==> config.mk <==
export PLATFORM = sky130hd
export DESIGN_NAME = pll_lock_sequencer
export DESIGN_NICKNAME = d
export VERILOG_FILES = /design/src/rtl/pll_lock_sequencer.sv
export SDC_FILE = /design/constraint.sdc
export NUM_CORES = 1
export LEC_CHECK = 0
export ABC_AREA = 0
export CORE_MARGIN = 3
export CORE_UTILIZATION = 24
export DETAILED_ROUTE_END_ITERATION = 16
export SLEW_MARGIN = 20
export SYNTH_ARGS = -nofsm -noshare
export SYNTH_HDL_FRONTEND = slang
export SYNTH_SLANG_ARGS = --single-unit
==> constraint.sdc <==
create_clock -name clkin -period 4.33 [get_ports clkin]
set_clock_uncertainty 0.2 [all_clocks]
set_input_delay 0.6495 -clock clkin [delete_from_list [all_inputs] [get_ports clkin]]
set_output_delay 0.6495 -clock clkin [all_outputs]
set_load 0.005 [all_outputs]
==> src/rtl/pll_lock_sequencer.sv <==
// PLL bring-up and supervision: holds the PLL in reset, filters its lock signal,
// staggers the output-clock enables and retries a bounded number of times on lock loss.
module pll_lock_sequencer #(
  parameter int NUM_CH         = 4,
  parameter int RESET_CYCLES   = 16,
  parameter int LOCK_CYCLES    = 64,
  parameter int LOCK_TIMEOUT   = 4096,
  parameter int STAGGER_CYCLES = 8,
  parameter int MAX_RETRIES    = 3,
  localparam int RC_W          = $clog2(MAX_RETRIES + 2)
) (
  input  logic              clkin,
  input  logic              reset,
  input  logic              enable,
  input  logic [NUM_CH-1:0] ch_req,
  input  logic              pll_lock_raw,
  output logic              pll_resetn,
  output logic [NUM_CH-1:0] clkout_en,
  output logic              locked,
  output logic              lock_lost,
  output logic              fail,
  output logic [RC_W-1:0]   retry_count
);

  localparam int CNT_W = $clog2(RESET_CYCLES);
  localparam int T_W   = $clog2(LOCK_TIMEOUT);
  localparam int F_W   = $clog2(LOCK_CYCLES + 1);
  localparam int S_W   = $clog2(STAGGER_CYCLES + 1);
  localparam int I_W   = $clog2(NUM_CH + 1);

  localparam logic [CNT_W-1:0] RST_LAST = CNT_W'(RESET_CYCLES - 1);
  localparam logic [T_W-1:0]   T_LAST   = T_W'(LOCK_TIMEOUT - 1);
  localparam logic [F_W-1:0]   F_LAST   = F_W'(LOCK_CYCLES - 1);
  localparam logic [S_W-1:0]   S_LAST   = S_W'(STAGGER_CYCLES - 1);
  localparam logic [I_W-1:0]   I_LAST   = I_W'(NUM_CH - 1);
  localparam logic [RC_W-1:0]  RC_MAX   = RC_W'(MAX_RETRIES);

  typedef enum logic [2:0] {
    S_IDLE,
    S_PLL_RST,
    S_WAIT_LOCK,
    S_FILTER,
    S_ENABLE,
    S_RUN,
    S_FAIL
  } state_t;

  state_t            state, state_next;
  logic              lock_meta, lock_s;
  logic [CNT_W-1:0]  cnt, cnt_next;
  logic [T_W-1:0]    tcnt, tcnt_next;
  logic [F_W-1:0]    fcnt, fcnt_next;
  logic [S_W-1:0]    scnt, scnt_next;
  logic [I_W-1:0]    idx, idx_next;
  logic [RC_W-1:0]   rc_next;
  logic              attempt_failed;

  logic              rstn_d;
  logic [NUM_CH-1:0] en_d;
  logic              locked_d;
  logic              lost_d;
  logic              fail_d;

  // All state, counters and outputs are registered here; the lock input is
  // double-flopped because it is asynchronous to clkin.
  always_ff @(posedge clkin) begin
    if (reset) begin
      state       <= S_IDLE;
      lock_meta   <= 1'b0;
      lock_s      <= 1'b0;
      cnt         <= '0;
      tcnt        <= '0;
      fcnt        <= '0;
      scnt        <= '0;
      idx         <= '0;
      retry_count <= '0;
      pll_resetn  <= 1'b0;
      clkout_en   <= '0;
      locked      <= 1'b0;
      lock_lost   <= 1'b0;
      fail        <= 1'b0;
    end else begin
      state       <= state_next;
      lock_meta   <= pll_lock_raw;
      lock_s      <= lock_meta;
      cnt         <= cnt_next;
      tcnt        <= tcnt_next;
      fcnt        <= fcnt_next;
      scnt        <= scnt_next;
      idx         <= idx_next;
      retry_count <= rc_next;
      pll_resetn  <= rstn_d;
      clkout_en   <= en_d;
      locked      <= locked_d;
      lock_lost   <= lost_d;
      fail        <= fail_d;
    end
  end

  // Sequencing decisions. Dropping enable overrides everything; a timeout is
  // checked before any lock-based progress, and any failed attempt is routed
  // through the shared retry bookkeeping at the bottom.
  always_comb begin
    state_next     = state;
    cnt_next       = cnt;
    tcnt_next      = tcnt;
    fcnt_next      = fcnt;
    scnt_next      = scnt;
    idx_next       = idx;
    rc_next        = retry_count;
    attempt_failed = 1'b0;

    if (!enable) begin
      state_next = S_IDLE;
    end else begin
      case (state)
        S_IDLE: begin
          state_next = S_PLL_RST;
          cnt_next   = '0;
        end
        S_PLL_RST: begin
          if (cnt == RST_LAST) begin
            state_next = S_WAIT_LOCK;
            tcnt_next  = '0;
          end else begin
            cnt_next = cnt + 1'b1;
          end
        end
        S_WAIT_LOCK: begin
          tcnt_next = tcnt + 1'b1;
          if (tcnt == T_LAST) begin
            attempt_failed = 1'b1;
          end else if (lock_s) begin
            state_next = S_FILTER;
            fcnt_next  = F_W'(1);
          end
        end
        S_FILTER: begin
          tcnt_next = tcnt + 1'b1;
          if (tcnt == T_LAST) begin
            attempt_failed = 1'b1;
          end else if (!lock_s) begin
            state_next = S_WAIT_LOCK;
            fcnt_next  = '0;
          end else if (fcnt >= F_LAST) begin
            state_next = S_ENABLE;
            idx_next   = '0;
            scnt_next  = '0;
          end else begin
            fcnt_next = fcnt + 1'b1;
          end
        end
        S_ENABLE: begin
          if (!lock_s) begin
            attempt_failed = 1'b1;
          end else if (scnt == S_LAST) begin
            scnt_next = '0;
            if (idx == I_LAST) begin
              state_next = S_RUN;
            end else begin
              idx_next = idx + 1'b1;
            end
          end else begin
            scnt_next = scnt + 1'b1;
          end
        end
        S_RUN: begin
          if (!lock_s) begin
            attempt_failed = 1'b1;
          end
        end
        S_FAIL: begin
          state_next = S_FAIL;
        end
        default: begin
          state_next = S_IDLE;
        end
      endcase

      if (attempt_failed) begin
        if (retry_count == RC_MAX) begin
          state_next = S_FAIL;
          rc_next    = RC_MAX + 1'b1;
        end else begin
          state_next = S_PLL_RST;
          cnt_next   = '0;
          rc_next    = retry_count + 1'b1;
        end
      end
    end

    if (state_next == S_IDLE) begin
      rc_next = '0;
    end
  end

  // Outputs are derived from the state being entered so that each registered
  // output lines up with that state; channel i rises on entry to its stagger slot.
  always_comb begin
    rstn_d   = 1'b0;
    en_d     = '0;
    locked_d = 1'b0;
    fail_d   = 1'b0;

    case (state_next)
      S_WAIT_LOCK, S_FILTER: begin
        rstn_d = 1'b1;
      end
      S_ENABLE: begin
        rstn_d = 1'b1;
        if (state == S_ENABLE) begin
          en_d = clkout_en;
        end
        if (scnt_next == '0) begin
          for (int i = 0; i < NUM_CH; i++) begin
            if (idx_next == I_W'(i)) begin
              en_d[i] = ch_req[i];
            end
          end
        end
      end
      S_RUN: begin
        rstn_d   = 1'b1;
        locked_d = 1'b1;
        en_d     = ch_req;
      end
      S_FAIL: begin
        fail_d = 1'b1;
      end
      default: begin
        rstn_d = 1'b0;
      end
    endcase

    lost_d = enable && !lock_s &&
             (state == S_FILTER || state == S_ENABLE || state == S_RUN);
  end

endmodule

==> impl_metrics.env, run 1 <==
export IMPL_grt_antenna_before_repair=0
export IMPL_worst_ep_arrival_ps=3580
export IMPL_numCtsBuffers=5
export IMPL_yosysTopAreaCellShare_pct=37.1
export IMPL_gp_routability_congestion=0.871
export IMPL_cts_num_sinks=46
export IMPL_cap_violations=0
export IMPL_final_cell_mix="sky130_fd_sc_hd__dfxtp_1 (46), sky130_fd_sc_hd__nor2_1 (39), sky130_fd_sc_hd__nand2_1 (18), sky130_fd_sc_hd__clkdlybuf4s50_1 (18), sky130_fd_sc_hd__nand3_1 (15)"
export IMPL_dieWidth_um=108
export IMPL_internal_power_mw=0.606
export IMPL_cts_htree_levels=2
export IMPL_final_hold_viols=0
export IMPL_tritoncts="built"
export IMPL_post_synth_fa_ha_maj_area_fraction_pct=3.53
export IMPL_crit_required_ps=4380
export IMPL_grt_pass1_vias=2094
export IMPL_critPathCaptureType="register"
export IMPL_criticalPathCategory="input port to register"
export IMPL_static_leakage_power_nw=0.955
export IMPL_first_pass_iters=5
export IMPL_postRouteAntennaNets=0
export IMPL_longest_clk_path_bufs=2
export IMPL_worst_setup_path_start_kind="input port"
export IMPL_num_vias=2270
export IMPL_irDropWorstVdd_uv=121
export IMPL_grt_first_pass_wirelength_um=10000
export IMPL_hold_buffers=0
export IMPL_detailedRoute_firstIterationViolations=132
export IMPL_synthesis_nets=312
export IMPL_cts_resized=0
export IMPL_cp_cell_sequence="clkdlybuf4s50_1 -> and2_0 -> o21ai_2 -> or4_4 -> o2bb2ai_2 -> or4_4 -> o41ai_1 -> a32o_1"
export IMPL_fmax_mhz=284
export IMPL_synth_largest_area_cell="sky130_fd_sc_hd__dfxtp_1"
export IMPL_fin_nets=329
export IMPL_yosysWarningCount=0
export IMPL_timing_final_max_slew_violations=0
export IMPL_layout_min_cycle_time_ps=3530
export IMPL_placed_cells_incl_taps=440
export IMPL_core_area_sq_mm=0.00991
export IMPL_setup_ws_ps=805
export IMPL_synth_mux_area_fraction_pct=2.02
export IMPL_routed_wirelength_um=5860
export IMPL_sequentialPowerShare_pct=55.2
export IMPL_critical_path_most_common_cell="sky130_fd_sc_hd__or4_4"
export IMPL_synth_edff_count=0
export IMPL_final_layout_size_suffix_gt1_share_pct=6.67
export IMPL_compound_gate_fraction_of_synth_area_pct=20.4
export IMPL_clock_root_buffer="sky130_fd_sc_hd__clkbuf_8"
export IMPL_pwr_share_clk_pct=41.7
export IMPL_floorplan_die_area_sq_mm=0.0116
export IMPL_netlist_instances=297
export IMPL_clock_insertion_delay_worst_skew_ps=300
export IMPL_drc_viols=0
export IMPL_worstReg2RegStart="state[2]$_SDFF_PP0_"
export IMPL_p_per_area_mw_per_mm2=266
export IMPL_switching_power_mw=0.169
export IMPL_syn_cell_area_sq_mm=0.00248
export IMPL_ys_types=56
export IMPL_synth_ff_latch_count=46
export IMPL_grt_max_degree=23
export IMPL_yosys_area_share_xor_xnor_pct=3.88
export IMPL_share_of_the_yosys_chip_area_belonging_to_registers_pct=37.1
export IMPL_syn_area_per_cell_sq_um=8.35
export IMPL_finalSetupViolations=0
export IMPL_hpwl_um=4270
export IMPL_start_util_pct=25.0
export IMPL_flow_area_growth_from_synthesis_pct=17.4
export IMPL_layout_worst_path_cycle_share_pct=81.4
export IMPL_power_share_switching_pct=21.8
export IMPL_nFillCells=1079
export IMPL_run_status="finished clean"
export IMPL_synth_area_top_cells="sky130_fd_sc_hd__dfxtp_1 (37%), sky130_fd_sc_hd__nor2_1 (5.9%), sky130_fd_sc_hd__ha_1 (3.5%)"
export IMPL_combinational_family_with_the_most_area_after_synthesis="simple AND/OR/NAND/NOR gates"
export IMPL_io_pin_count=19
export IMPL_floorplan_rows=36
export IMPL_antennaDiodeCount=0
export IMPL_worst_hold_startpoint="lock_meta$_SDFF_PP0_"
export IMPL_slew_at_the_pin_with_the_worst_max_slew_slack_ps=825
export IMPL_post_cts_setup_buffer_count=0
export IMPL_timing_critical_path_fanout_max=14
export IMPL_hp_class="register to register"
export IMPL_drt_wirelength_per_cell_um=13.1
export IMPL_aggregate_global_route_resource_usage_pct=10.4
export IMPL_crit_path_start="enable"
export IMPL_slowest_stage_cell_crit_path="sky130_fd_sc_hd__clkdlybuf4s50_1"
export IMPL_height_of_the_chip_um=108
export IMPL_slew_headroom_pct=44.6
export IMPL_multiInputGateArea_sq_mm=0.00147
export IMPL_io_buffers=18
export IMPL_layout_commonest_cell="sky130_fd_sc_hd__dfxtp_1"
export IMPL_tns_ps=0
export IMPL_cts_clk_slew_worst_paths_ps=90
export IMPL_total_power_mw=0.776
export IMPL_critPathMaxStageDelay_ps=760
export IMPL_ys_async_sr_fraction_pct=0
export IMPL_synth_ff_type="sky130_fd_sc_hd__dfxtp_1"
export IMPL_ff_latch_area_sq_um=921
export IMPL_grt_overflow_total=0
export IMPL_yosys_area_share_simple_pct=29.3
export IMPL_final_instance_count_excl_fill=448
export IMPL_comb_power_share_pct=3.1
export IMPL_worst_r2r_setup_slack_ps=1080
export IMPL_dpl_worst_slack_ps=535
export IMPL_vias_per_cell=5.07
export IMPL_grt_setup_unrepaired="false"
==> worst max-delay path, delay by kind of cell <==
kind / cells / cell delay [ps]
buf+inv: 1 / 760
simple gates: 3 / 1360
compound gates: 4 / 800
==> logic make-up after synthesis <==
group,after synthesis
buffers and inverters,23
muxes,5
and+or+nand+nor,135
adders and majority gates,7
xor gates and xnor gates,11
DFF,46
AOI/OAI and AO/OA,70
==> path summary, 6_finish.rpt <==
check | end | cells after the start
worst min register to register | lock_s$_SDFF_PP0_ | 1
worst max register to register | clkout_en[2]$_SDFF_PP0_ | 7
worst max-delay path | clkout_en[2]$_SDFF_PP0_ | 8
worst min-delay path | lock_s$_SDFF_PP0_ | 1
==> cell usage after synthesis (all sizes together), types with 2 or more instances <==
master,instances
nor3,10
dfxtp,46
and4,4
ha,7
xor2,6
o41ai,5
o22a,2
a221oi,2
nand3,15
o21ai,10
nor2b,5
nand2b,8
a211oi,5
and2,3
o21ba,3
or3,5
a31oi,6
nand4,9
nand2,18
buf,3
a311oi,2
a32o,4
nor4,4
xnor2,5
nor3b,4
or4,3
o31ai,2
inv,13
mux2i,5
a41oi,3
o21a,2
a21oi,14
nor2,39
clkbuf,7
o22ai,2
==> routing by layer <==
metal  share of wire (%)  vias to the layer above  global-route usage [%]
met5                   0                        -                       0
met4                 2.0                        0                    4.06
met3                 5.0                       12                    1.92
met1                  49                     1044                    14.7
met2                  44                       72                    15.5
li1                    -                     1142                       -
==> power by group through the flow <==
stage,clock network [mW],registers [mW],logic [mW]
6_report,0.324,0.428,0.0239
5_1_grt,0.349,0.429,0.0264
4_1_cts,0.338,0.428,0.0241
3_5_place_dp,0,0.438,0.0240
3_3_place_gp,0,0.438,0.0238
2_1_floorplan,0,0.436,0.0145
==> cell type report <==
| cell class | count | area share (%) |
|---|---|---|
| clock inverters | 3 | 1.55 |
| flip-flops and latches | 46 | 31.6 |
| well taps | 133 | 5.72 |
| repair buffers | 20 | 6.70 |
| clock buffers | 5 | 2.36 |
| inverters | 13 | 1.68 |
| multi-input cells | 228 | 50.4 |
==> per-stage QoR <==
step	utilization [%]	instance area, sq um	hold slack (ps)
2_1_floorplan	-	2480	214
5_1_grt	29.4	2910	285
3_3_place_gp	28.2	2800	221
4_1_cts	29.4	2910	260
6_report	29.4	2910	249
3_5_place_dp	28.2	2800	231
==> state kept, by name, summed over array words and instances, names as in the netlist <==
| register | cells |
|---|---|
| clkout_en | 4 |
| cnt | 4 |
| fail | 1 |
| fcnt | 7 |
| idx | 3 |
| lock_lost | 1 |
| lock_meta | 1 |
| lock_s | 1 |
| locked | 1 |
| pll_resetn | 1 |
| retry_count | 3 |
| scnt | 4 |
| state | 3 |
| tcnt | 12 |
Note: power is estimated with default switching activity, not from simulation.
==> run 2, diff against run 1 <==
Clock period 4.33 ns to 3.7 ns, I/O delays scaled along.
==> impl_metrics.env, run 2 (synthesized netlist as in run 1, its figures left out) <==
export IMPL_run_status="finished clean"
export IMPL_floorplan_rows=36
export IMPL_antennaDiodeCount=0
export IMPL_final_layout_size_suffix_gt1_share_pct=8.13
export IMPL_critical_path_most_common_cell="sky130_fd_sc_hd__or4_4"
export IMPL_num_vias=2311
export IMPL_io_buffers=18
export IMPL_postRouteAntennaNets=0
export IMPL_grt_overflow_total=0
export IMPL_grt_met1_usage_pct=14.8
export IMPL_io_pin_count=19
export IMPL_comb_power_share_pct=2.9
export IMPL_power_share_switching_pct=19.7
export IMPL_critPathCaptureType="register"
export IMPL_static_leakage_power_nw=1.00
export IMPL_timing_final_max_slew_violations=0
export IMPL_hp_class="register to register"
export IMPL_tritoncts="built"
export IMPL_path_buf_inv=0
export IMPL_cp_top_family="simple AND/OR/NAND/NOR gates"
export IMPL_height_of_the_chip_um=108
export IMPL_pwr_share_clk_pct=46.6
export IMPL_layout_commonest_cell="sky130_fd_sc_hd__dfxtp_1"
export IMPL_number_of_flip_flops_in_the_largest_register=12
export IMPL_layout_min_cycle_time_ps=3180
export IMPL_longest_clk_path_bufs=2
export IMPL_critPathMaxStageDelay_ps=670
export IMPL_switching_power_mw=0.196
export IMPL_slew_headroom_pct=57.0
export IMPL_core_area_sq_mm=0.00991
export IMPL_grt_busiest_layer="met2"
export IMPL_tns_ps=0
export IMPL_finalSetupViolations=0
export IMPL_grt_antenna_before_repair=0
export IMPL_met2_track_demand_over_resource_in_global_routing_pct=16.4
export IMPL_final_cell_mix="sky130_fd_sc_hd__dfxtp_1 (46), sky130_fd_sc_hd__nor2_1 (39), sky130_fd_sc_hd__nand2_1 (18), sky130_fd_sc_hd__clkdlybuf4s50_1 (18), sky130_fd_sc_hd__nand3_1 (15)"
export IMPL_hpwl_um=4420
export IMPL_slowest_stage_cell_crit_path="sky130_fd_sc_hd__dfxtp_1"
export IMPL_clock_insertion_delay_worst_skew_ps=300
export IMPL_floorplan_die_area_sq_mm=0.0116
export IMPL_dieWidth_um=108
export IMPL_grt_first_pass_wirelength_um=10300
export IMPL_drt_wirelength_per_cell_um=13.3
export IMPL_cts_resized=0
export IMPL_crit_required_ps=3740
export IMPL_fin_nets=334
export IMPL_internal_power_mw=0.797
export IMPL_cap_violations=0
export IMPL_numCtsBuffers=5
export IMPL_vias_per_cell=5.10
export IMPL_layout_worst_path_cycle_share_pct=86.1
export IMPL_drc_viols=0
export IMPL_timing_critical_path_fanout_max=15
export IMPL_slew_at_the_pin_with_the_worst_max_slew_slack_ps=639
export IMPL_irDropWorstVdd_uv=161
export IMPL_grt_max_degree=22
export IMPL_sequentialPowerShare_pct=50.5
export IMPL_cts_num_sinks=46
export IMPL_clock_root_buffer="sky130_fd_sc_hd__clkbuf_8"
export IMPL_first_pass_iters=4
export IMPL_hold_buffers=0
export IMPL_flow_area_growth_from_synthesis_pct=20.1
export IMPL_aggregate_global_route_resource_usage_pct=10.8
export IMPL_detailedRoute_firstIterationViolations=154
export IMPL_final_hold_viols=0
export IMPL_criticalPathCategory="register to register"
export IMPL_cp_cell_sequence="and3b_1 -> o21ai_2 -> or4_4 -> o2bb2ai_2 -> or4_4 -> o41ai_1 -> a32o_1"
export IMPL_p_per_area_mw_per_mm2=334
export IMPL_post_cts_setup_buffer_count=0
export IMPL_routed_wirelength_um=6040
export IMPL_start_util_pct=25.0
export IMPL_cts_htree_levels=2
export IMPL_biggestRegsByFlops="tcnt (12), fcnt (7)"
export IMPL_worst_setup_path_start_kind="register"
export IMPL_largest_register="tcnt"
export IMPL_grt_setup_unrepaired="false"
export IMPL_worst_ep_arrival_ps=3230
export IMPL_layout_core_utilization_pct=30.1
export IMPL_met3_usage_pct=2.10
export IMPL_cts_clk_slew_worst_paths_ps=90
export IMPL_fmax_mhz=314
export IMPL_gp_routability_congestion=0.852
export IMPL_grt_pass1_vias=2194
==> run 2: cell count changes in the layout (fill, tap and decap cells not counted), sizes merged <==
cell	previous run	this run
bufinv	1	2
buf	2	7
clkbuf	5	6
clkinvlp	2	0
==> run 2: path summary, 6_finish.rpt <==
check                             from  slack, ps  cells past startpoint                      end
hold / removal    lock_meta$_SDFF_PP0_        250                      1        lock_s$_SDFF_PP0_
hold reg to reg   lock_meta$_SDFF_PP0_        250                      1        lock_s$_SDFF_PP0_
setup / recovery   state[0]$_SDFF_PP0_        520                      7  clkout_en[1]$_SDFF_PP0_
setup reg to reg   state[0]$_SDFF_PP0_        520                      7  clkout_en[1]$_SDFF_PP0_
==> run 2: per-stage QoR <==
step / instances / cell area [sq um] / total power [mW] / hold slack [ps] / setup WS (ps)
final: 453 / 2980 / 0.993 / 248 / 516
after global routing: 453 / 2980 / 1.03 / 261 / 354
after CTS: 453 / 2980 / 1.01 / 251 / 546
after detailed placement: 445 / 2840 / 0.542 / 228 / 253
after global placement: 445 / 2840 / 0.542 / 219 / 340
after floorplan: 297 / 2480 / 0.527 / 214 / 960
==> run 2: power groups by stage <==
stage                     clock network, mW  logic (mW)  registers [mW]
after detailed placement                  0      0.0291           0.513
final                                 0.463      0.0293           0.501
after global placement                    0      0.0290           0.513
after global routing                  0.491      0.0321           0.502
after CTS                             0.474      0.0293           0.501
after floorplan                           0      0.0170           0.510
==> run 2: layout make-up <==
type                    instances  area [sq um]
fillers                      1066          6930
inverters                      13          48.8
clock buffers                   6          82.6
multi-input cells             228          1470
well taps                     133           166
clock inverters                 2          60.1
flip-flops and latches         46           921
repair buffers                 25           233
==> run 2: metal layers <==
layer,vias up,part of all wire (%)
met4,0,1.7
li1,1155,-
met5,-,0
met1,1086,50
met2,62,43
met3,8,4.9
==> run 2: worst reg2reg max path: cells and delay by family (launching register included) <==
| kind | cells | cell delay [ps] |
|---|---|---|
| AO/OA/AOI/OAI | 4 | 810 |
| flip-flops | 1 | 670 |
| AND/OR/NAND/NOR | 3 | 1460 |
